File: config.mk
export PLATFORM = sky130hd
export DESIGN_NAME = hand_drawn_player
export DESIGN_NICKNAME = d
export VERILOG_FILES = /design/src/rtl/adda_pkg.sv /design/src/rtl/hand_drawn_lerp.sv /design/src/rtl/hand_drawn_player.sv
export SDC_FILE = /design/constraint.sdc
export NUM_CORES = 1
export LEC_CHECK = 0
export CAP_MARGIN = 10
export CELL_PAD_IN_SITES_DETAIL_PLACEMENT = 0
export CELL_PAD_IN_SITES_GLOBAL_PLACEMENT = 2
export CORE_AREA = 3 3 173 158
export CTS_CLUSTER_DIAMETER = 50
export DETAILED_ROUTE_END_ITERATION = 8
export DIE_AREA = 0 0 176 161
export HOLD_SLACK_MARGIN = 0.12
export MAX_ROUTING_LAYER = met4
export PLACE_DENSITY_LB_ADDON = 0.1
export SYNTH_ARGS = -nofsm -noshare
export SYNTH_HDL_FRONTEND = slang
export SYNTH_SLANG_ARGS = --single-unit
export TNS_END_PERCENT = 5
File: constraint.sdc
create_clock -name clk -period 8.85 [get_ports clk]
set_input_delay 1.3275 -clock clk [delete_from_list [all_inputs] [get_ports clk]]
set_output_delay 1.3275 -clock clk [all_outputs]
set_load 0.01 [all_outputs]
File: src/rtl/adda_pkg.sv
// Shared definitions for the ADDA hand-drawn waveform path.
package adda_pkg;

  // Default geometry of the point buffer and the phase accumulator
  localparam int ADDR_W_DEF = 10;
  localparam int DATA_W_DEF = 8;
  localparam int FRAC_W_DEF = 16;

  // Unsigned mid-scale DAC code, used whenever the output is parked
  localparam logic [7:0] MID_CODE = 8'h80;

  // Playback sequencer states
  typedef enum logic [2:0] {
    IDLE,
    RD0,
    RD1,
    CALC,
    OUT
  } player_state_t;

endpackage

File: src/rtl/hand_drawn_lerp.sv
// Combinational linear interpolation between two adjacent waveform points.
// Result = s0 + floor((s1 - s0) * frac8 / 256), clamped to the unsigned range.
module hand_drawn_lerp #(
  parameter int DATA_W = 8
) (
  input  logic [DATA_W-1:0] i_s0,
  input  logic [DATA_W-1:0] i_s1,
  input  logic [7:0]        i_frac8,
  output logic [DATA_W-1:0] o_sample
);

  // Wide enough for s0 plus a full-scale signed correction term
  localparam logic signed [DATA_W+8:0] L_MAX = {9'b0, {DATA_W{1'b1}}};

  logic signed [DATA_W:0]   w_diff;
  logic signed [DATA_W+8:0] w_prod;
  logic signed [DATA_W+8:0] w_sum;

  assign w_diff = $signed({1'b0, i_s1}) - $signed({1'b0, i_s0});
  assign w_prod = w_diff * $signed({1'b0, i_frac8});
  // Arithmetic shift floors negative corrections toward minus infinity
  assign w_sum  = $signed({9'b0, i_s0}) + (w_prod >>> 8);

  // Clamp the interpolated value into 0..2^DATA_W-1
  always_comb begin
    // NOTE: output gets a default before any branch so no latch is inferred.
    o_sample = w_sum[DATA_W-1:0];
    if (w_sum[DATA_W+8]) begin
      o_sample = '0;
    end else if (w_sum > L_MAX) begin
      o_sample = '1;
    end
  end

endmodule

File: src/rtl/hand_drawn_player.sv
// Playback engine: walks the hand-drawn point buffer with a fractional phase
// accumulator and emits one interpolated DAC sample per accepted tick.
module hand_drawn_player
  import adda_pkg::*;
#(
  parameter int ADDR_W = ADDR_W_DEF,
  parameter int DATA_W = DATA_W_DEF,
  parameter int FRAC_W = FRAC_W_DEF
) (
  input  logic                     clk,
  input  logic                     reset,
  input  logic                     enable,
  input  logic                     sample_tick,
  input  logic [ADDR_W:0]          point_count,
  input  logic [ADDR_W+FRAC_W-1:0] phase_step,
  output logic [ADDR_W-1:0]        ram_adb,
  output logic                     ram_ceb,
  output logic                     ram_oce,
  input  logic [DATA_W-1:0]        ram_dout,
  output logic [DATA_W-1:0]        dac_data,
  output logic                     dac_valid,
  output logic                     tick_overrun
);

  localparam int PH_W = ADDR_W + FRAC_W;
  localparam logic [DATA_W-1:0] L_MID = DATA_W'(MID_CODE);

  player_state_t     r_state;
  logic [PH_W-1:0]   r_phase;
  logic [ADDR_W:0]   r_pc;
  logic [PH_W-1:0]   r_step;
  logic [DATA_W-1:0] r_s0;
  logic [DATA_W-1:0] r_dac_data;
  logic              r_dac_valid;
  logic [ADDR_W-1:0] r_ram_adb;
  logic              r_ram_ceb;
  logic              r_overrun;

  logic [ADDR_W-1:0] w_idx;
  logic [ADDR_W:0]   w_idx_inc;
  logic [ADDR_W-1:0] w_i1;
  logic [7:0]        w_frac8;
  logic [PH_W:0]     w_pc_lim;
  logic              w_step_big;
  logic [PH_W-1:0]   w_step_lat;
  logic [PH_W:0]     w_ph_sum;
  logic              w_ph_wrap;
  logic [PH_W-1:0]   w_ph_next;
  logic              w_tick_ok;
  logic              w_accept;
  logic              w_busy;
  logic [DATA_W-1:0] w_lerp;

  // Current point and its successor, wrapping at the latched loop length
  assign w_idx     = r_phase[PH_W-1:FRAC_W];
  assign w_idx_inc = {1'b0, w_idx} + (ADDR_W+1)'(1);
  assign w_i1      = (w_idx_inc == r_pc) ? '0 : w_idx_inc[ADDR_W-1:0];
  assign w_frac8   = r_phase[FRAC_W-1:FRAC_W-8];

  // A step of a whole loop or more is pulled just below one loop so that a
  // single subtraction always brings the phase back into range
  assign w_pc_lim   = {point_count, FRAC_W'(0)};
  assign w_step_big = ({1'b0, phase_step} >= w_pc_lim);
  assign w_step_lat = w_step_big ? PH_W'(w_pc_lim - (PH_W+1)'(1)) : phase_step;

  // Next phase: one extra bit keeps phase + step from overflowing
  assign w_ph_sum  = {1'b0, r_phase} + {1'b0, r_step};
  assign w_ph_wrap = (w_ph_sum[PH_W:FRAC_W] >= r_pc);
  assign w_ph_next = PH_W'(w_ph_wrap ? (w_ph_sum - {r_pc, FRAC_W'(0)}) : w_ph_sum);

  assign w_tick_ok = sample_tick && enable && (point_count != '0);
  assign w_accept  = w_tick_ok && ((r_state == IDLE) || (r_state == OUT));
  assign w_busy    = (r_state == RD0) || (r_state == RD1) || (r_state == CALC);

  // s1 is taken straight off the RAM data bus during CALC so the registered
  // sample lands in the OUT cycle, four cycles after the accepted tick
  hand_drawn_lerp #(
    .DATA_W (DATA_W)
  ) u_lerp (
    .i_s0     (r_s0),
    .i_s1     (ram_dout),
    .i_frac8  (w_frac8),
    .o_sample (w_lerp)
  );

  // Sequencer, phase accumulator and registered RAM/DAC outputs
  always_ff @(posedge clk) begin
    if (reset) begin
      r_state     <= IDLE;
      r_phase     <= '0;
      r_pc        <= '0;
      r_step      <= '0;
      r_s0        <= '0;
      r_dac_data  <= L_MID;
      r_dac_valid <= 1'b0;
      r_ram_adb   <= '0;
      r_ram_ceb   <= 1'b0;
      r_overrun   <= 1'b0;
    end else begin
      // NOTE: every state register here uses <= so all updates see pre-edge values.
      r_dac_valid <= 1'b0;
      if (sample_tick && w_busy) begin
        r_overrun <= 1'b1;
      end

      unique case (r_state)
        IDLE: begin
          if (w_accept) begin
            r_state <= RD0;
          end else if (!enable) begin
            r_phase    <= '0;
            r_dac_data <= L_MID;
          end else if (sample_tick) begin
            // Empty buffer: park the output without touching the RAM
            r_phase     <= '0;
            r_dac_data  <= L_MID;
            r_dac_valid <= 1'b1;
          end
        end
        RD0: begin
          r_ram_adb <= w_i1;
          r_ram_ceb <= 1'b1;
          r_state   <= RD1;
        end
        RD1: begin
          r_s0      <= ram_dout;
          r_ram_ceb <= 1'b0;
          r_state   <= CALC;
        end
        CALC: begin
          r_dac_data  <= w_lerp;
          r_dac_valid <= 1'b1;
          r_phase     <= w_ph_next;
          r_state     <= OUT;
        end
        OUT: begin
          r_state <= w_accept ? RD0 : IDLE;
        end
        default: r_state <= IDLE;
      endcase

      // Accepting a tick latches the sample's loop length and step and
      // issues the first read at the current integer index
      if (w_accept) begin
        r_pc      <= point_count;
        r_step    <= w_step_lat;
        r_ram_adb <= w_idx;
        r_ram_ceb <= 1'b1;
      end
    end
  end

  assign ram_adb      = r_ram_adb;
  assign ram_ceb      = r_ram_ceb;
  assign ram_oce      = 1'b1;
  assign dac_data     = r_dac_data;
  assign dac_valid    = r_dac_valid;
  assign tick_overrun = r_overrun;

endmodule
# Word level (Yosys, flattened, before mapping)
# Cells that the tools add are included.
# classes
n_addsub,6
n_mul,1
n_div,0
n_lt_le_gt_ge,3
eq_ne,8
shifts,0
mux,24
bitwise_logic,0
reduce_logical,13
# ops
operator,n
26-bit two-way mux,5
26-bit case mux with 2 select lines,1
8-bit two-way mux,5
10-bit two-way mux,3
26-bit by 26-bit adder with 27-bit output,1
26-bit by 27-bit greater-or-equal comparator with 1-bit output,1
26-bit by 1-bit subtractor with 26-bit output (second input constant),1
26-bit subtractor,1
17-bit by 9-bit greater-than comparator with 1-bit output (second input constant),1
9-bit by 9-bit multiplier with 17-bit output,1
8-bit case mux with 2 select lines,1
3-bit case mux with 5 select lines,1
10-bit by 1-bit adder with 11-bit output (second input constant),1
11-bit == test,1
11-bit greater-or-equal comparator,1
11-bit nonzero test,1
9-bit by 9-bit adder with 10-bit output,1
8-bit by 8-bit subtractor with 9-bit output,1
3-bit by 2-bit == test with 1-bit output (second input constant),2
1-bit two-way mux,5
1-bit logical AND,4
2-bit != test (second input constant),2
1-bit case mux with 2 select lines,2
2-bit nonzero test,2
8 further kinds,10
# word_totals
reg_bits,95
latchBits,0
ramBits,0
mem_bits_ro,0
input_bits,49
out_inout_bits,22
n_memories,0

# Longest topological paths before layout
# Gate-level depths: netlist of run 1.
# logic_depth
word_depth,7
mapped_depth,34
ltp_nobuf,34

# Modules after synthesis
# From an unflattened synthesis of run 1, not the netlist that was laid out.
# unflattened
hier_cells,1171
hier_area_um2,9460.3
# by_module_without_submodules
module,instances,cells_per_inst,area_per_inst_um2
hand_drawn_player,1,771,6119.6
hand_drawn_lerp,1,400,3340.7

# Least setup slack after synthesis of run 1
# Ideal clock, no wire load.
# synth_path
path_kind,in2reg
from,input port ram_dout[0]
to,"register r_dac_data[7], in the netlist dac_data[7]"
setup_ns,0.057
arrival_time_ns,8.202
t_required_ns,8.793
path_slack_ns,0.590
stages,32
path_buffers,1
path_cell_list,inv_1 -> ha_1 -> fa_1 -> nor2b_1 -> o21ai_0 -> nand2b_1 -> a21o_1 -> a21o_1 -> a21o_1 -> a21oi_1 -> clkbuf_1 -> nand2_1 -> fa_1 -> inv_1 -> fa_1 -> fa_1 -> fa_1 -> ha_1 -> or4_1 -> a41o_1 -> and3_1 -> nor2_1 -> xnor2_1 -> ha_1 -> a21o_1 -> a21oi_1 -> o21ai_0 -> a21o_1 -> a31o_2 -> and3_1 -> a2111oi_2 -> a21o_1
# synth_via
elab_chain_len,7
# synth_lines
element,line,source
start: declaration,hand_drawn_player.sv:19,"input logic [DATA_W-1:0] ram_dout,"
8-bit by 8-bit subtractor with 9-bit output *,hand_drawn_lerp.sv:19,"assign w_diff = $signed({1'b0, i_s1}) - $signed({1'b0, i_s0});"
9-bit by 9-bit multiplier with 17-bit output *,hand_drawn_lerp.sv:20,"assign w_prod = w_diff * $signed({1'b0, i_frac8});"
9-bit by 9-bit adder with 10-bit output *,hand_drawn_lerp.sv:22,"assign w_sum = $signed({9'b0, i_s0}) + (w_prod >>> 8);"
17-bit by 9-bit greater-than comparator with 1-bit output,hand_drawn_lerp.sv:30,end else if (w_sum > L_MAX) begin
8-bit two-way mux,hand_drawn_lerp.sv:30,
8-bit two-way mux *,hand_drawn_lerp.sv:28,if (w_sum[DATA_W+8]) begin
8-bit case mux with 2 select lines *,hand_drawn_player.sv:106,unique case (r_state)
end signal: assignment,hand_drawn_player.sv:131,r_dac_data <= w_lerp;
end: declaration,hand_drawn_player.sv:33,logic [DATA_W-1:0] r_dac_data;
# Mark *: on every way between the ends. The rest lies on a longest branch, timed or not.
# A chain may end at the register's enable or synchronous reset.

# Worst setup path after layout of run 1
# layout_path
from,input port ram_dout[1]
to,"register r_dac_data[7], in the netlist dac_data[7]"
# The elaborated chain is that of the path after synthesis.

==> impl_metrics.json, run 1 <==
{
  "cp_max_fo": 4,
  "hold-worst-slack_ps": 448,
  "ant_nets": 0,
  "diodes": 0,
  "grt_util_all_layers_pct": 19.8,
  "r2r-start": "r_s0[1]",
  "via_per_inst": 5.08,
  "htreeDepth": 3,
  "die_x_um": 176,
  "routed_wl_um": 27100,
  "clk_pin_slew_worst_paths_ps": 80,
  "tightest_slew_ps": 1070,
  "grt_max_degree": 55,
  "hold_start": "dac_data[3]",
  "antenna_found_initial": 0,
  "vdd.ir_drop.worst_v": 0.0000721,
  "clk_path_buf_depth": 2,
  "crit_type": "input port to flip-flop",
  "grt_pass1_vias": 7707,
  "wl_per_cell_um": 17.5,
  "synthesis.instances": 1131,
  "maxCapViolCount": 0,
  "powerDensity_mw_per_mm2": 109,
  "core_area_mm2": 0.0259,
  "achievable-frequency_ghz": 0.119,
  "avgSynthCellArea_um2": 8.11,
  "cts.sinks": 95,
  "min_period_over_period_pct": 94.7,
  "path_delay_family": "adder cells",
  "post-route-util_pct": 41.1,
  "numCtsBuffers": 9,
  "grt_pass1_wl_um": 43000,
  "synth-warning-count": 0,
  "crit_path_start_kind": "input port",
  "die_area_mm2": 0.0283,
  "dr.pass1.iters": 4,
  "cp_slowest_cell": "fa_1",
  "finalSetupViolations": 0,
  "synthFlopType": "dfxtp_1",
  "area_delta_synth_final_pct": 15.7,
  "synth_cell_types": 75,
  "hpwl_um": 21200,
  "fin_skew_ps": 4.70,
  "grt_overflow": 0,
  "syn_area_mm2": 0.00918,
  "cp_num_buf_inv": 2,
  "endpoint_kind": "flip-flop",
  "cellLeakagePower_uw": 0.00479,
  "slew_viol_final": 0,
  "syn_nets": 1336,
  "ys_ff_latch": 95,
  "timing.final.crit_period_ps": 8380,
  "worstPathRequired_ps": 9160,
  "worstSetupStartpoint": "ram_dout[1]",
  "maxSlewHeadroom_pct": 28.6,
  "vias": 7834,
  "drt_iter0_drc": 420,
  "timing.final.hold_violations": 0,
  "worstHoldPathType": "flip-flop to flip-flop",
  "async_reset_ff_share_pct": 0,
  "drc": 0,
  "status": "complete, no violations",
  "slowest_delay_ps": 530,
  "root_buffer": "clkbuf_16",
  "synth_edf_count": 0,
  "final_common_cell": "nand2_1",
  "rows": 56,
  "ctsHoldBuffers": 0,
  "cts_tree": "done",
  "crit_arrival_ps": 8690,
  "ys_seq_area_share_pct": 20.7,
  "initial_core_util_pct": 35.5,
  "io_pins": 71,
  "port_buffers": 69,
  "die-height_um": 161,
  "gp_congestion": 0.852,
  "clock_latency_ps": 360,
  "fin_nets": 1394,
  "drive_gt1_share_pct": 4.94,
  "final_cell_mix": "nand2_1, inv_1, ha_1, dfxtp_1, nor2_1"
}
-- synthesized netlist by cell type (19+ instances only) --
cell type	count	area, um^2
a21oi_1	74	370
ha_1	95	1190
o21ai_0	58	290
nor3_1	21	105
fa_1	61	1220
clkbuf_1	34	128
dfxtp_1	95	1900
a21o_1	32	240
xor2_1	20	175
xnor2_1	50	438
nor2_1	87	327
nand2_1	126	473
nor2b_1	19	119
and2_1	31	194
inv_1	124	465
-- worst min-delay path, stage by stage, from the launching register on --
cell	delay, ps
dfxtp_1	310
nand2_1	50
o21ai_1	50
-- cells by family (layout without fill, tap and decap cells) --
kind of cell             Yosys count  after routing  synth area share (%)
AO/OA/AOI/OAI                    276            276                  19.8
XOR/XNOR                          71             71                  6.86
adder cells (fa/ha/maj)          156            156                  26.3
buffers and inverters            164            227                  6.79
flip-flops                        95             95                  20.7
multiplexers                       5              5                 0.545
other                              1              1                0.0409
AND/OR/NAND/NOR                  363            363                  19.0
-- path summary, 6_finish.rpt --
path / end / slack (ps) / depth (start not counted)
worst min register to register: dac_data[3] / 450 / 2
worst min-delay path: dac_data[3] / 450 / 2
worst max register to register: dac_data[7] / 1360 / 31
worst max-delay path: dac_data[7] / 470 / 31
-- report_power, final --
part           total (uW)  switching (uW)  internal [uW]
registers             462            17.2            445
logic                 294             175            119
clock network         397             200            197
-- per-stage QoR --
step | setup WS [ps] | cells | total power (uW) | cell area, um^2 | setup TNS [ps]
finish | 469 | 1542 | 1150 | 10600 | 0
global route | -3.83 | 1542 | 1220 | 10600 | -3.83
CTS | 312 | 1541 | 1170 | 10600 | 0
detailed placement | -66.6 | 1525 | 763 | 10300 | -66.6
global placement | 23.4 | 1525 | 765 | 10300 | 0
floorplan | 590 | 1131 | 652 | 9180 | 0
-- registers in the layout, summed over array words and instances, names as in the netlist --
register	cells
dac_data	8
dac_valid	1
r_pc	11
r_phase	26
r_s0	8
r_state	3
r_step	26
ram_adb	10
ram_ceb	1
tick_overrun	1
-- routing by layer --
| metal | vias to the layer above | GRT usage (%) | wire length (um) |
|---|---|---|---|
| met3 | 24 | 2.73 | 849 |
| met5 | - | - | 0 |
| met4 | 0 | 3.96 | 335 |
| met2 | 117 | 27.8 | 11100 |
| met1 | 3706 | 30.2 | 14700 |
| li1 | 3987 | - | - |
-- final cells by class --
class | count | area, um^2
Clock inverter | 7 | 65.1
Clock buffer | 9 | 225
Tap cell | 348 | 435
Inverter | 124 | 465
Sequential cell | 95 | 1900
Timing Repair Buffer | 87 | 821
Fill cell | 2681 | 15200
Multi-Input combinational cell | 872 | 6700
-- repair_timing --
item / CTS / global route
setup buffers: 0 / 1
resized for setup: 0 / 9
endpoints found under the hold margin: 0 / 0
endpoints found under the setup margin: 0 / 8
Power figures use the tool's default switching activity.
==> inputs of run 2 (changes only) <==
--- a/config.mk
+++ b/config.mk
@@ -8,13 +8,13 @@
 export CAP_MARGIN = 10
 export CELL_PAD_IN_SITES_DETAIL_PLACEMENT = 0
 export CELL_PAD_IN_SITES_GLOBAL_PLACEMENT = 2
-export CORE_AREA = 3 3 173 158
+export CORE_AREA = 3 3 164 166
 export CTS_CLUSTER_DIAMETER = 50
 export DETAILED_ROUTE_END_ITERATION = 8
-export DIE_AREA = 0 0 176 161
-export HOLD_SLACK_MARGIN = 0.12
+export DIE_AREA = 0 0 167 169
+export HOLD_SLACK_MARGIN = 0.03
 export MAX_ROUTING_LAYER = met4
-export PLACE_DENSITY_LB_ADDON = 0.1
+export PLACE_DENSITY = 0.9
 export SYNTH_ARGS = -nofsm -noshare
 export SYNTH_HDL_FRONTEND = slang
 export SYNTH_SLANG_ARGS = --single-unit
==> impl_metrics.json, run 2 (synthesized netlist as in run 1, its figures left out) <==
{
  "cellLeakagePower_uw": 0.00477,
  "drc": 0,
  "postCtsSetupBuffers": 0,
  "cts_tree": "done",
  "dr.pass1.iters": 5,
  "powerDensity_mw_per_mm2": 110,
  "vias": 7956,
  "top_regs": "r_phase x26, r_step x26, r_pc x11",
  "r2r-start": "r_s0[1]",
  "timing.final.crit_period_ps": 8340,
  "slowest_delay_ps": 530,
  "cp_slowest_cell": "fa_1",
  "fin_skew_ps": 10.3,
  "maxSlewHeadroom_pct": 31.2,
  "clk_pin_slew_worst_paths_ps": 70,
  "ant_nets": 0,
  "grt_util_all_layers_pct": 18.2,
  "finalSetupViolations": 0,
  "crit_arrival_ps": 8640,
  "worstPathRequired_ps": 9150,
  "die_x_um": 167,
  "rrSetupSlack_ps": 1470,
  "grt_pass1_wl_um": 40900,
  "root_buffer": "clkbuf_16",
  "crit_type": "input port to flip-flop",
  "numCtsBuffers": 9,
  "tightest_slew_ps": 1030,
  "gp_congestion": 0.865,
  "cts.sinks": 95,
  "area_delta_synth_final_pct": 15.3,
  "die-height_um": 169,
  "timing.final.hold_violations": 0,
  "slew_viol_final": 0,
  "ctsHoldBuffers": 0,
  "instances_no_fill": 1526,
  "setup_tns_ps": 0,
  "port_buffers": 69,
  "grt_overflow": 0,
  "routed_wl_um": 24500,
  "finalPower_uw": 1160,
  "drive_gt1_share_pct": 4.62,
  "worstSetupStartpoint": "ram_dout[0]",
  "rows": 59,
  "maxCapViolCount": 0,
  "status": "complete, no violations",
  "grt_max_degree": 55,
  "achievable-frequency_ghz": 0.120,
  "crit_path_start_kind": "input port",
  "core_area_mm2": 0.0258,
  "wl_per_cell_um": 16.0,
  "vdd.ir_drop.worst_v": 0.0000797,
  "hold-worst-slack_ps": 459,
  "die_area_mm2": 0.0282,
  "cp_max_fo": 4,
  "dp_cells": 1509,
  "clock_latency_ps": 360,
  "drt_iter0_drc": 403,
  "via_per_inst": 5.21,
  "final_common_cell": "nand2_1",
  "htreeDepth": 3,
  "rr_worst_depth": 33,
  "antenna_found_initial": 1,
  "grt_pass1_vias": 7997,
  "rsz0062_at_grt": "no",
  "endpoint_kind": "flip-flop",
  "io_pins": 71,
  "worstReg2RegEnd": "dac_data[7]",
  "dp_slack_ps": 34.3,
  "final_cell_mix": "nand2_1, inv_1, ha_1, dfxtp_1, nor2_1",
  "clk_path_buf_depth": 2,
  "initial_core_util_pct": 35.6,
  "worstHoldPathType": "flip-flop to flip-flop",
  "endpoint": "dac_data[7]",
  "min_period_over_period_pct": 94.2,
  "hpwl_um": 19400,
  "setup_slack_ps": 509,
  "fin_nets": 1390
}
[run 2: worst min-delay path by stage]
| stage | start | endpoint | slack (ps) | cells after the start |
|---|---|---|---|---|
| floorplan | r_phase[2] | r_phase[2] | 430 | 2 |
| global placement | dac_data[1] | dac_data[1] | 440 | 2 |
| detailed placement | dac_data[2] | dac_data[2] | 450 | 2 |
| CTS | dac_data[2] | dac_data[2] | 460 | 2 |
| global route | dac_data[2] | dac_data[2] | 480 | 2 |
| finish | dac_data[2] | dac_data[2] | 460 | 2 |
[run 2: critical path, delay by kind of cell]
family / cells / cell delay, ps
buffers and inverters: 5 / 680
AO/OA/AOI/OAI: 11 / 1930
XOR/XNOR: 2 / 330
adder cells (fa/ha/maj): 8 / 3010
AND/OR/NAND/NOR: 7 / 1340
[run 2: stage by stage]
step           util (%)  area [um^2]
3_5_place_dp       39.8        10200
3_3_place_gp       39.8        10200
4_1_cts            41.0        10600
6_report           41.1        10600
2_1_floorplan         -         9180
5_1_grt            41.1        10600
[run 2: final cells by class]
type	instances	area (um^2)
Clock inverter	7	81.3
Sequential cell	95	1900
Multi-Input combinational cell	872	6700
Inverter	124	465
Clock buffer	9	225
Fill cell	2635	15200
Antenna cell	1	2.50
Tap cell	335	419
Timing Repair Buffer	83	791
[run 2: power breakdown]
group / leakage, uW / switching (uW) / internal [uW] / total, uW
clock: 0.000150 / 210 / 204 / 414
sequential: 0.000772 / 16.8 / 445 / 462
combinational: 0.00385 / 169 / 119 / 287
[run 2: layer usage]
metal,share of wire (%),global-route usage [%],up-vias,wire (um)
met3,3.8,2.76,21,921
met1,48,23.7,3797,11700
li1,-,-,3983,-
met5,0,-,-,0
met2,47,30.4,155,11500
met4,1.2,3.77,0,301
[run 2: repair_timing]
action / CTS / global route
endpoints found under the setup margin: 0 / 8
resized for setup: 0 / 10
hold endpoints to repair: 0 / 0
